**src/rtl/alu_pkg.sv**
```systemverilog
`default_nettype none
// ============================================================================
// Module      : alu_pkg
// Description : Shared ALU control codes, aluop/funct encodings and decoder.
// Revision    : 1.0 - initial release
// ============================================================================
package alu_pkg;

    localparam logic [1:0] c_aluop_add   = 2'b00;
    localparam logic [1:0] c_aluop_sub   = 2'b01;
    localparam logic [1:0] c_aluop_funct = 2'b10;
    localparam logic [1:0] c_aluop_or    = 2'b11;

    localparam logic [5:0] c_funct_add   = 6'b100000;
    localparam logic [5:0] c_funct_sub   = 6'b100010;
    localparam logic [5:0] c_funct_and   = 6'b100100;
    localparam logic [5:0] c_funct_or    = 6'b100101;
    localparam logic [5:0] c_funct_xor   = 6'b100110;
    localparam logic [5:0] c_funct_nor   = 6'b100111;
    localparam logic [5:0] c_funct_slt   = 6'b101010;
    localparam logic [5:0] c_funct_sltu  = 6'b101011;
    localparam logic [5:0] c_funct_multu = 6'b011001;

    localparam logic [3:0] c_alu_and     = 4'b0000;
    localparam logic [3:0] c_alu_or      = 4'b0001;
    localparam logic [3:0] c_alu_add     = 4'b0010;
    localparam logic [3:0] c_alu_xor     = 4'b0011;
    localparam logic [3:0] c_alu_nor     = 4'b0100;
    localparam logic [3:0] c_alu_sltu    = 4'b0101;
    localparam logic [3:0] c_alu_sub     = 4'b0110;
    localparam logic [3:0] c_alu_slt     = 4'b0111;
    localparam logic [3:0] c_alu_multu   = 4'b1100;
    localparam logic [3:0] c_alu_illegal = 4'b1111;

    typedef enum logic [1:0] {
        st_idle = 2'd0,
        st_mul  = 2'd1,
        st_done = 2'd2
    } ctrl_state_t;

    function automatic logic [3:0] alu_decode(input logic [1:0] aluop,
                                              input logic [5:0] funct);
        logic [3:0] code;
        code = c_alu_illegal;
        case (aluop)
            c_aluop_add: code = c_alu_add;
            c_aluop_sub: code = c_alu_sub;
            c_aluop_or:  code = c_alu_or;
            default: begin
                case (funct)
                    c_funct_add:   code = c_alu_add;
                    c_funct_sub:   code = c_alu_sub;
                    c_funct_and:   code = c_alu_and;
                    c_funct_or:    code = c_alu_or;
                    c_funct_xor:   code = c_alu_xor;
                    c_funct_nor:   code = c_alu_nor;
                    c_funct_slt:   code = c_alu_slt;
                    c_funct_sltu:  code = c_alu_sltu;
                    c_funct_multu: code = c_alu_multu;
                    default:       code = c_alu_illegal;
                endcase
            end
        endcase
        return code;
    endfunction

endpackage
`default_nettype wire

```
**src/rtl/alu_mul_seq.sv**
```systemverilog
`default_nettype none
// ============================================================================
// Module      : alu_mul_seq
// Description : Iterative unsigned shift-add multiplier, one bit per cycle.
// Revision    : 1.0 - initial release
// ============================================================================
module alu_mul_seq
    import alu_pkg::*;
#(
    parameter int WIDTH = 32
) (
    input  logic                 clk,
    input  logic                 reset,
    input  logic                 start,
    input  logic [WIDTH-1:0]     a,
    input  logic [WIDTH-1:0]     b,
    output logic                 done,
    output logic [2*WIDTH-1:0]   product
);

    localparam int CW = $clog2(WIDTH + 1);

    logic                 r_busy;
    logic [CW-1:0]        r_cnt;
    logic [2*WIDTH-1:0]   r_mcand;
    logic [WIDTH-1:0]     r_mplier;
    logic [2*WIDTH-1:0]   r_acc;

    always_ff @(posedge clk) begin
        if (!reset) begin
            r_busy   <= 1'b0;
            r_cnt    <= '0;
            r_mcand  <= '0;
            r_mplier <= '0;
            r_acc    <= '0;
        end else if (start) begin
            r_busy   <= 1'b1;
            r_cnt    <= CW'(WIDTH);
            r_mcand  <= {{WIDTH{1'b0}}, a};
            r_mplier <= b;
            r_acc    <= '0;
        end else if (r_busy) begin
            if (r_cnt != '0) begin
                if (r_mplier[0]) begin
                    r_acc <= r_acc + r_mcand;
                end
                r_mcand  <= r_mcand << 1;
                r_mplier <= r_mplier >> 1;
                r_cnt    <= r_cnt - 1'b1;
            end else begin
                // Product was presented for one cycle via done; go idle.
                r_busy <= 1'b0;
            end
        end
    end

    assign done    = r_busy && (r_cnt == '0);
    assign product = r_acc;

endmodule
`default_nettype wire

```
**src/rtl/alu_seq_ctrl.sv**
```systemverilog
`default_nettype none
// ============================================================================
// Module      : alu_seq_ctrl
// Description : Decoded ALU with valid/ready handshake and sequential MULTU.
// Revision    : 1.0 - initial release
// ============================================================================
module alu_seq_ctrl
    import alu_pkg::*;
#(
    parameter int WIDTH  = 32,
    parameter int MUL_EN = 1
) (
    input  logic              clk,
    input  logic              reset,
    input  logic              in_valid,
    output logic              in_ready,
    input  logic [1:0]        aluop,
    input  logic [5:0]        funct,
    input  logic [WIDTH-1:0]  a,
    input  logic [WIDTH-1:0]  b,
    output logic              out_valid,
    input  logic              out_ready,
    output logic [WIDTH-1:0]  result,
    output logic [WIDTH-1:0]  hi,
    output logic              zero,
    output logic [3:0]        alucont,
    output logic              illegal
);

    ctrl_state_t          r_state;
    logic                 r_run;
    logic                 r_out_valid;
    logic [WIDTH-1:0]     r_result;
    logic [WIDTH-1:0]     r_hi;
    logic                 r_zero;
    logic [3:0]           r_alucont;
    logic                 r_illegal;

    logic [3:0]           w_alucont_raw;
    logic [3:0]           w_alucont;
    logic                 w_illegal;
    logic                 w_is_mul;
    logic                 w_in_ready;
    logic                 w_accept;
    logic                 w_mul_start;
    logic                 w_mul_done;
    logic [2*WIDTH-1:0]   w_product;
    logic [WIDTH-1:0]     w_alu_result;

    assign w_alucont_raw = alu_decode(aluop, funct);
    assign w_alucont     = ((MUL_EN == 0) && (w_alucont_raw == c_alu_multu))
                           ? c_alu_illegal : w_alucont_raw;
    assign w_illegal     = (w_alucont == c_alu_illegal);
    assign w_is_mul      = (w_alucont == c_alu_multu);

    // r_run keeps in_ready low until the first edge after reset is released.
    assign w_in_ready  = reset && r_run && (r_state == st_idle)
                         && (!r_out_valid || out_ready);
    assign w_accept    = in_valid && w_in_ready;
    assign w_mul_start = w_accept && w_is_mul;

    always_comb begin
        w_alu_result = '0;
        case (w_alucont)
            c_alu_add:  w_alu_result = a + b;
            c_alu_sub:  w_alu_result = a - b;
            c_alu_and:  w_alu_result = a & b;
            c_alu_or:   w_alu_result = a | b;
            c_alu_xor:  w_alu_result = a ^ b;
            c_alu_nor:  w_alu_result = ~(a | b);
            c_alu_slt:  w_alu_result = {{(WIDTH-1){1'b0}}, ($signed(a) < $signed(b))};
            c_alu_sltu: w_alu_result = {{(WIDTH-1){1'b0}}, (a < b)};
            default:    w_alu_result = '0;
        endcase
    end

    generate
        if (MUL_EN != 0) begin : g_mul
            alu_mul_seq #(
                .WIDTH   (WIDTH)
            ) u_mul (
                .clk     (clk),
                .reset   (reset),
                .start   (w_mul_start),
                .a       (a),
                .b       (b),
                .done    (w_mul_done),
                .product (w_product)
            );
        end else begin : g_no_mul
            assign w_mul_done = 1'b0;
            assign w_product  = '0;
        end
    endgenerate

    always_ff @(posedge clk) begin
        if (!reset) begin
            r_state     <= st_idle;
            r_run       <= 1'b0;
            r_out_valid <= 1'b0;
            r_result    <= '0;
            r_hi        <= '0;
            r_zero      <= 1'b1;
            r_alucont   <= c_alu_and;
            r_illegal   <= 1'b0;
        end else begin
            r_run <= 1'b1;
            case (r_state)
                st_idle: begin
                    if (w_accept) begin
                        if (w_is_mul) begin
                            r_state     <= st_mul;
                            r_out_valid <= 1'b0;
                        end else begin
                            r_out_valid <= 1'b1;
                            r_result    <= w_alu_result;
                            r_hi        <= '0;
                            r_zero      <= (w_alu_result == '0);
                            r_alucont   <= w_alucont;
                            r_illegal   <= w_illegal;
                        end
                    end else if (out_ready) begin
                        r_out_valid <= 1'b0;
                    end
                end
                st_mul: begin
                    if (w_mul_done) begin
                        r_state     <= st_done;
                        r_out_valid <= 1'b1;
                        r_result    <= w_product[WIDTH-1:0];
                        r_hi        <= w_product[2*WIDTH-1:WIDTH];
                        r_zero      <= (w_product[WIDTH-1:0] == '0);
                        r_alucont   <= c_alu_multu;
                        r_illegal   <= 1'b0;
                    end
                end
                st_done: begin
                    if (out_ready) begin
                        r_out_valid <= 1'b0;
                        r_state     <= st_idle;
                    end
                end
                default: r_state <= st_idle;
            endcase
        end
    end

    assign in_ready  = w_in_ready;
    assign out_valid = r_out_valid;
    assign result    = r_result;
    assign hi        = r_hi;
    assign zero      = r_zero;
    assign alucont   = r_alucont;
    assign illegal   = r_illegal;

endmodule
`default_nettype wire
```
**config.mk**
```make
export PLATFORM = sky130hd
export DESIGN_NAME = alu_seq_ctrl
export DESIGN_NICKNAME = d
export VERILOG_FILES = /design/src/rtl/alu_pkg.sv /design/src/rtl/alu_mul_seq.sv /design/src/rtl/alu_seq_ctrl.sv
export SDC_FILE = /design/constraint.sdc
export NUM_CORES = 1
export LEC_CHECK = 0
export ABC_AREA = 1
export BUFFER_PORTS_ARGS = -buffer_cell sky130_fd_sc_hd__buf_2
export CAP_MARGIN = 15
export CORE_ASPECT_RATIO = 1.4
export CORE_UTILIZATION = 45
export CTS_CLUSTER_SIZE = 16
export DETAILED_ROUTE_END_ITERATION = 16
export GPL_ROUTABILITY_DRIVEN = 0
export SYNTH_ARGS = -nofsm -noshare
export SYNTH_HDL_FRONTEND = slang
export SYNTH_SLANG_ARGS = --single-unit
export TNS_END_PERCENT = 5
```
**constraint.sdc**
```tcl
create_clock -name clk -period 5.8 [get_ports clk]
set_input_delay 0.29 -clock clk [delete_from_list [all_inputs] [get_ports clk]]
set_output_delay 0.29 -clock clk [all_outputs]
set_load 0.05 [all_outputs]
```
Yosys cells after proc, flatten, opt, wreduce, memory -nomap -nowiden
Index checks and enable logic that the tools add are counted.
W data, S select, Z words.
- flip-flop bits (word level): 241
- input port bits: 76
- output and inout bits: 72
- logic and storage cells: 125
- $add $sub $neg: 4
- order comparisons: 2
- eq/ne operators: 27
- mux-type cells: 46
- bitwise operators: 5
- reduce and logical (&&, ||, !) cells: 26
- operator list (cell ; number):
    $mux W32 ; 12
    $pmux W32 S8 ; 1
    $pmux W32 S2 ; 2
    $add A64 B64 Y64 ; 1
    $logic_not A32 Y1 ; 2
    $lt A32 B32 Y1 ; 2
    $eq A6 B6 Y1 const B ; 8
    $pmux W4 S9 ; 1
    $add A32 B32 Y32 ; 1
    $and A32 B32 Y32 ; 1
    $not A32 Y32 ; 1
    $or A32 B32 Y32 ; 1
    $sub A32 B32 Y32 ; 1
    $xor A32 B32 Y32 ; 1
    $mux W6 ; 3
    $eq A4 B3 Y1 const B ; 4
    $mux W1 ; 14
    $mux W4 ; 3
    $pmux W4 S3 ; 1
    $eq A4 B2 Y1 const B ; 2
    $eq A4 B4 Y1 const B ; 2
    $mux W2 ; 4
    $ne A2 B2 Y1 const B ; 4
    $pmux W4 S2 ; 1
    other kinds (23) ; 37

Longest topological paths before layout
- depth in word-level cells: 9
- mapped depth: 26
- mapped depth without buffers: 26

Modules after synthesis
A second synthesis with hierarchy kept.
- cell total of the unflattened synthesis: 4046
- area, all modules: 23090.9 µm²
- modules (own cells, without submodules) (module ; times used ; cells an instance ; area an instance (µm²) ; seq. area each (µm²)):
    alu_mul_seq ; 1 ; 2175 ; 12487.0 ; 3343.2
    alu_seq_ctrl ; 1 ; 1871 ; 10603.9 ; 1481.4

Least setup slack after synthesis
OpenSTA, ideal clock, no wires.
- kind: register -> register
- from: register g_mul.u_mul.r_acc[0] (netlist: g_mul.u_mul.product[0])
- to: register g_mul.u_mul.r_acc[48] (netlist: g_mul.u_mul.product[48])
- library setup time: 120 ps
- data arrival time: 2543 ps
- data required time: 5680 ps
- setup slack: 3137 ps
- stages on the path, launching flop included: 16
- buffers on the path: 0
- period minus slack after synthesis: 2663 ps
- path through: dfxtp_1 > ha_1 > inv_1 > fa_1 > o21ai_1 > nand3_1 > nand2_1 > a21oi_1 > o21ai_0 > a21oi_1 > o21ai_0 > nand3_1 > nand2_1 > nand2_1 > nand3_1 > a21oi_1
- word-level cells in the longest chain between the ends: 1
- RTL lines (item ; line ; source):
    from (decl) ; alu_mul_seq.sv:27 ; logic [2*WIDTH-1:0] r_acc;
    from (signal assigned) ; alu_mul_seq.sv:45 ; r_acc <= r_acc + r_mcand;
    $add A64 B64 Y64 ; alu_mul_seq.sv:45 ;
Every way passes these cells.
A chain may end at the register's enable or synchronous reset.

Worst setup path after layout
Same ends and word-level chain as after synthesis.

==> out/qor.txt <==
Synth top area cells - dfxtp_1 (24%), nand2_1 (13%), ha_1 (11%)
Synthesized instance count - 3210
Die area - 45700 um2
Post-cts repair resize count - 0
Core Region - 44200 um2
Unrepaired setup endpoints after global routing - false
Worst skew pair latency - 0.55 ns
DIE HEIGHT - 252 um
Via-per-instance ratio - 5.74
Sequential power share - 0.397
Share of cells above drive strength 1 - 0.0773
Post-layout min period - 3.62 ns
Root Driver - clkbuf_16
Mapped Avg Cell Area - 6.28 um2
WP data required - 6.17 ns
P_leak - 9.88 nW
Post-CTS setup buffer count - 0
Area taken by multi-input logic gates - 13300 um2
Die width - 181 um
Layout Area Growth over Synthesis - 8.46%
Synth unique cells - 55
Hold Vio Cnt, Final - 0
H-tree depth - 1
Cell Int Power - 2.80 mW
Slew margin rel. - 0.241
# IOs - 148
Final ANT Viol Nets - 0
Congestion Overflow GR - 0
Post-route setup TNS - 0 ns
Synth warn - 0
Sw Share - 0.341
Register area - 4820 um2
Detailed Route WL - 76500 um
Sw power - 1.45 mW
Min-delay worst type - in -> reg
Count of pins over their slew limit - 0
Worst R2R Path Depth - 15
Design area - 21900 um2
CTS Sinks - 241
Critical path peak fanout - 4
Final net count - 3520
Max-cap viol count - 0
Vias - 22022
CTS max path bufs - 3
Final period util - 0.623
Fin util - 0.495
Largest area contributor in the netlist - dfxtp_1
Fmax - 0.277 GHz
First-pass GRT wire length - 118000 um
Reg2reg end - g_mul.u_mul.product[48]$_SDFFE_PP0P_
Comb pwr share - 0.238
Syn Nets - 3470
Starting DRT DRC Count - 1732
CP Launch Type - flop
Initial DRT Pass Iterations - 6
Register bit count reported by yosys - 241
VDD IR max - 0.174 mV
Area after DPL - 21100 um2
Drt wl/cell - 19.9 um
Initial Util - 0.456
Crit path arrival time - 3.99 ns
I/O Buffers - 147
Outcome - finished, final reports clean
Drc violations - 0
Flop-to-flop setup slack - 2.18 ns
Critical path type - reg -> reg
Worst hold path cell count - 3
Hpwl dp - 59700 um
Initial antenna violation count - 1
Hold-fix buffers, CTS - 0
Cts bufs inserted - 24
Worst R2R Start - g_mul.u_mul.product[0]$_SDFFE_PP0P_
Sequential-to-total area share from yosys stat - 0.239
PwrDens - 195 nW/um2
Worst setup EP type - flop
Actual slew at the worst max-slew pin - 1.14 ns
Total track usage - 0.329
# setup viols final - 0
CTS tree - yes
Post-synth top area share - 0.239
Cell area after synthesis - 20200 um2
Count of filler cells inserted in the layout - 4717
Largest net degree at the start of global routing - 112
Worst Hold Path EP - g_mul.u_mul.r_mplier[31]$_SDFFE_PN0P_
Worst Skew - 0.0137 ns
Hold Crit Start - b[31]
Vias in the first global route - 21488
FP Rows - 91
CTS clk-pin slew, worst paths - 0.07 ns
Clock Power Share - 0.365
[placed cells by master (no fill, tap or decap), types with 9 or more instances in the layout]
cell type / netlist / layout
nor3_1: 25 / 25
a21o_1: 19 / 19
buf_2: 29 / 147
clkbuf_16: 0 / 25
ha_1: 181 / 180
a21oi_1: 323 / 323
or2_2: 12 / 12
inv_1: 366 / 363
xor2_1: 38 / 38
nor2_4: 9 / 11
a211oi_1: 34 / 34
nor2_1: 336 / 335
nand4_1: 60 / 60
nor4_1: 15 / 15
buf_4: 10 / 13
nand2_2: 8 / 9
nand2_1: 713 / 712
a31oi_1: 91 / 91
o21a_1: 12 / 12
dfxtp_1: 241 / 241
o21ai_0: 198 / 198
xnor2_1: 30 / 30
nand3_1: 261 / 261
o21bai_1: 14 / 14
[how the worst max path moves through the flow]
stage	startpoint	end	slack, ns	cells past startpoint
floorplan	g_mul.u_mul.product[0]$_SDFFE_PP0P_	g_mul.u_mul.product[48]$_SDFFE_PP0P_	3.14	15
global placement	funct[4]	g_mul.u_mul.r_mplier[6]$_SDFFE_PN0P_	1.95	16
finish	g_mul.u_mul.product[0]$_SDFFE_PP0P_	g_mul.u_mul.product[48]$_SDFFE_PP0P_	2.18	15
detailed placement	funct[4]	g_mul.u_mul.r_mplier[23]$_SDFFE_PN0P_	1.78	16
global route	g_mul.u_mul.product[0]$_SDFFE_PP0P_	g_mul.u_mul.product[48]$_SDFFE_PP0P_	1.74	15
CTS	g_mul.u_mul.product[0]$_SDFFE_PP0P_	g_mul.u_mul.product[46]$_SDFFE_PP0P_	2.26	19
[layout make-up]
class / count / area share
Inverter: 375 / 0.0645
Multi-Input combinational cell: 2458 / 0.610
Clock buffer: 32 / 0.0312
Sequential cell: 241 / 0.221
Antenna cell: 1 / 0.000114
Clock inverter: 9 / 0.00349
Tap cell: 558 / 0.0319
Timing Repair Buffer: 160 / 0.0381
[registers in the layout, indices dropped and copies added (netlist names), 2 cells and up]
name,flops
result,32
g_mul.u_mul.r_mplier,32
alucont,4
g_mul.u_mul.product,64
r_state,2
g_mul.u_mul.r_mcand,64
g_mul.u_mul.r_cnt,6
hi,32
[stage by stage]
stage	setup slack, ns	std cells	hold slack [ns]	total power, mW
after floorplan	3.14	3210	0.318	2.36
after CTS	2.26	3833	0.0235	4.25
final	2.18	3834	0.0409	4.26
after global placement	1.95	3792	0.448	2.69
after detailed placement	1.78	3792	0.453	2.70
after global routing	1.74	3833	0.0468	4.41
[per-layer routing]
layer	vias up	share of wire	track usage
li1	10804	-	-
met2	824	0.50	0.610
met5	-	0.00014	0
met3	240	0.047	0.0241
met1	10152	0.38	0.356
met4	2	0.072	0.219
[worst max-delay path, cell delays in order, from the launching register on]
cell and delay (ns):
dfxtp_1 0.38, ha_1 0.19, inv_1 0.06, fa_1 0.46, o21ai_1 0.34, nand3_1 0.16, nand2_1 0.23, a21oi_1 0.16
o21ai_0 0.43, a21oi_1 0.21, o21ai_0 0.37, nand3_1 0.15, nand2_1 0.09, nand2_1 0.05, nand3_1 0.07, a21oi_1 0.08
[power by group through the flow]
stage	Sequential (mW)	Combinational [mW]	Clock, mW
floorplan	1.78	0.584	0
global placement	1.73	0.967	0
detailed placement	1.73	0.976	0
CTS	1.69	0.979	1.58
global route	1.69	1.09	1.63
finish	1.69	1.01	1.55
[logic make-up (layout without fill, tap and decap cells)]
family	count (synthesis)	count (layout)	share of synthesized area
xor+xnor	68	68	0.0295
flops	241	241	0.239
compound gates	742	742	0.206
simple gates	1464	1464	0.310
buf+inv	511	576	0.0999
fa+ha+maj	184	184	0.115
other cells	0	1	0
[synthesized netlist by cell type (all sizes together)]
| master | instances |
|---|---|
| and3 | 2 |
| o21bai | 14 |
| o2111ai | 3 |
| clkbuf | 88 |
| and2 | 1 |
| a21oi | 324 |
| a211oi | 34 |
| nor3b | 1 |
| buf | 48 |
| a21boi | 8 |
| inv | 373 |
| o211ai | 8 |
| o221ai | 1 |
| o31a | 1 |
| or2 | 12 |
| nand3b | 8 |
| ha | 181 |
| clkinv | 2 |
| a221oi | 2 |
| o21ai | 207 |
| xor2 | 38 |
| nor2 | 352 |
| xnor2 | 30 |
| nor3 | 26 |
| dfxtp | 241 |
| a22oi | 5 |
| o221a | 1 |
| o21a | 12 |
| or3 | 1 |
| a21o | 19 |
| a31oi | 91 |
| nand3 | 263 |
| o31ai | 5 |
| nor4 | 15 |
| a2111oi | 1 |
| o311ai | 2 |
| nand2 | 722 |
| nand4 | 60 |
| fa | 3 |
| nor2b | 1 |
| o22ai | 4 |
(Power assumes the default switching activity.)
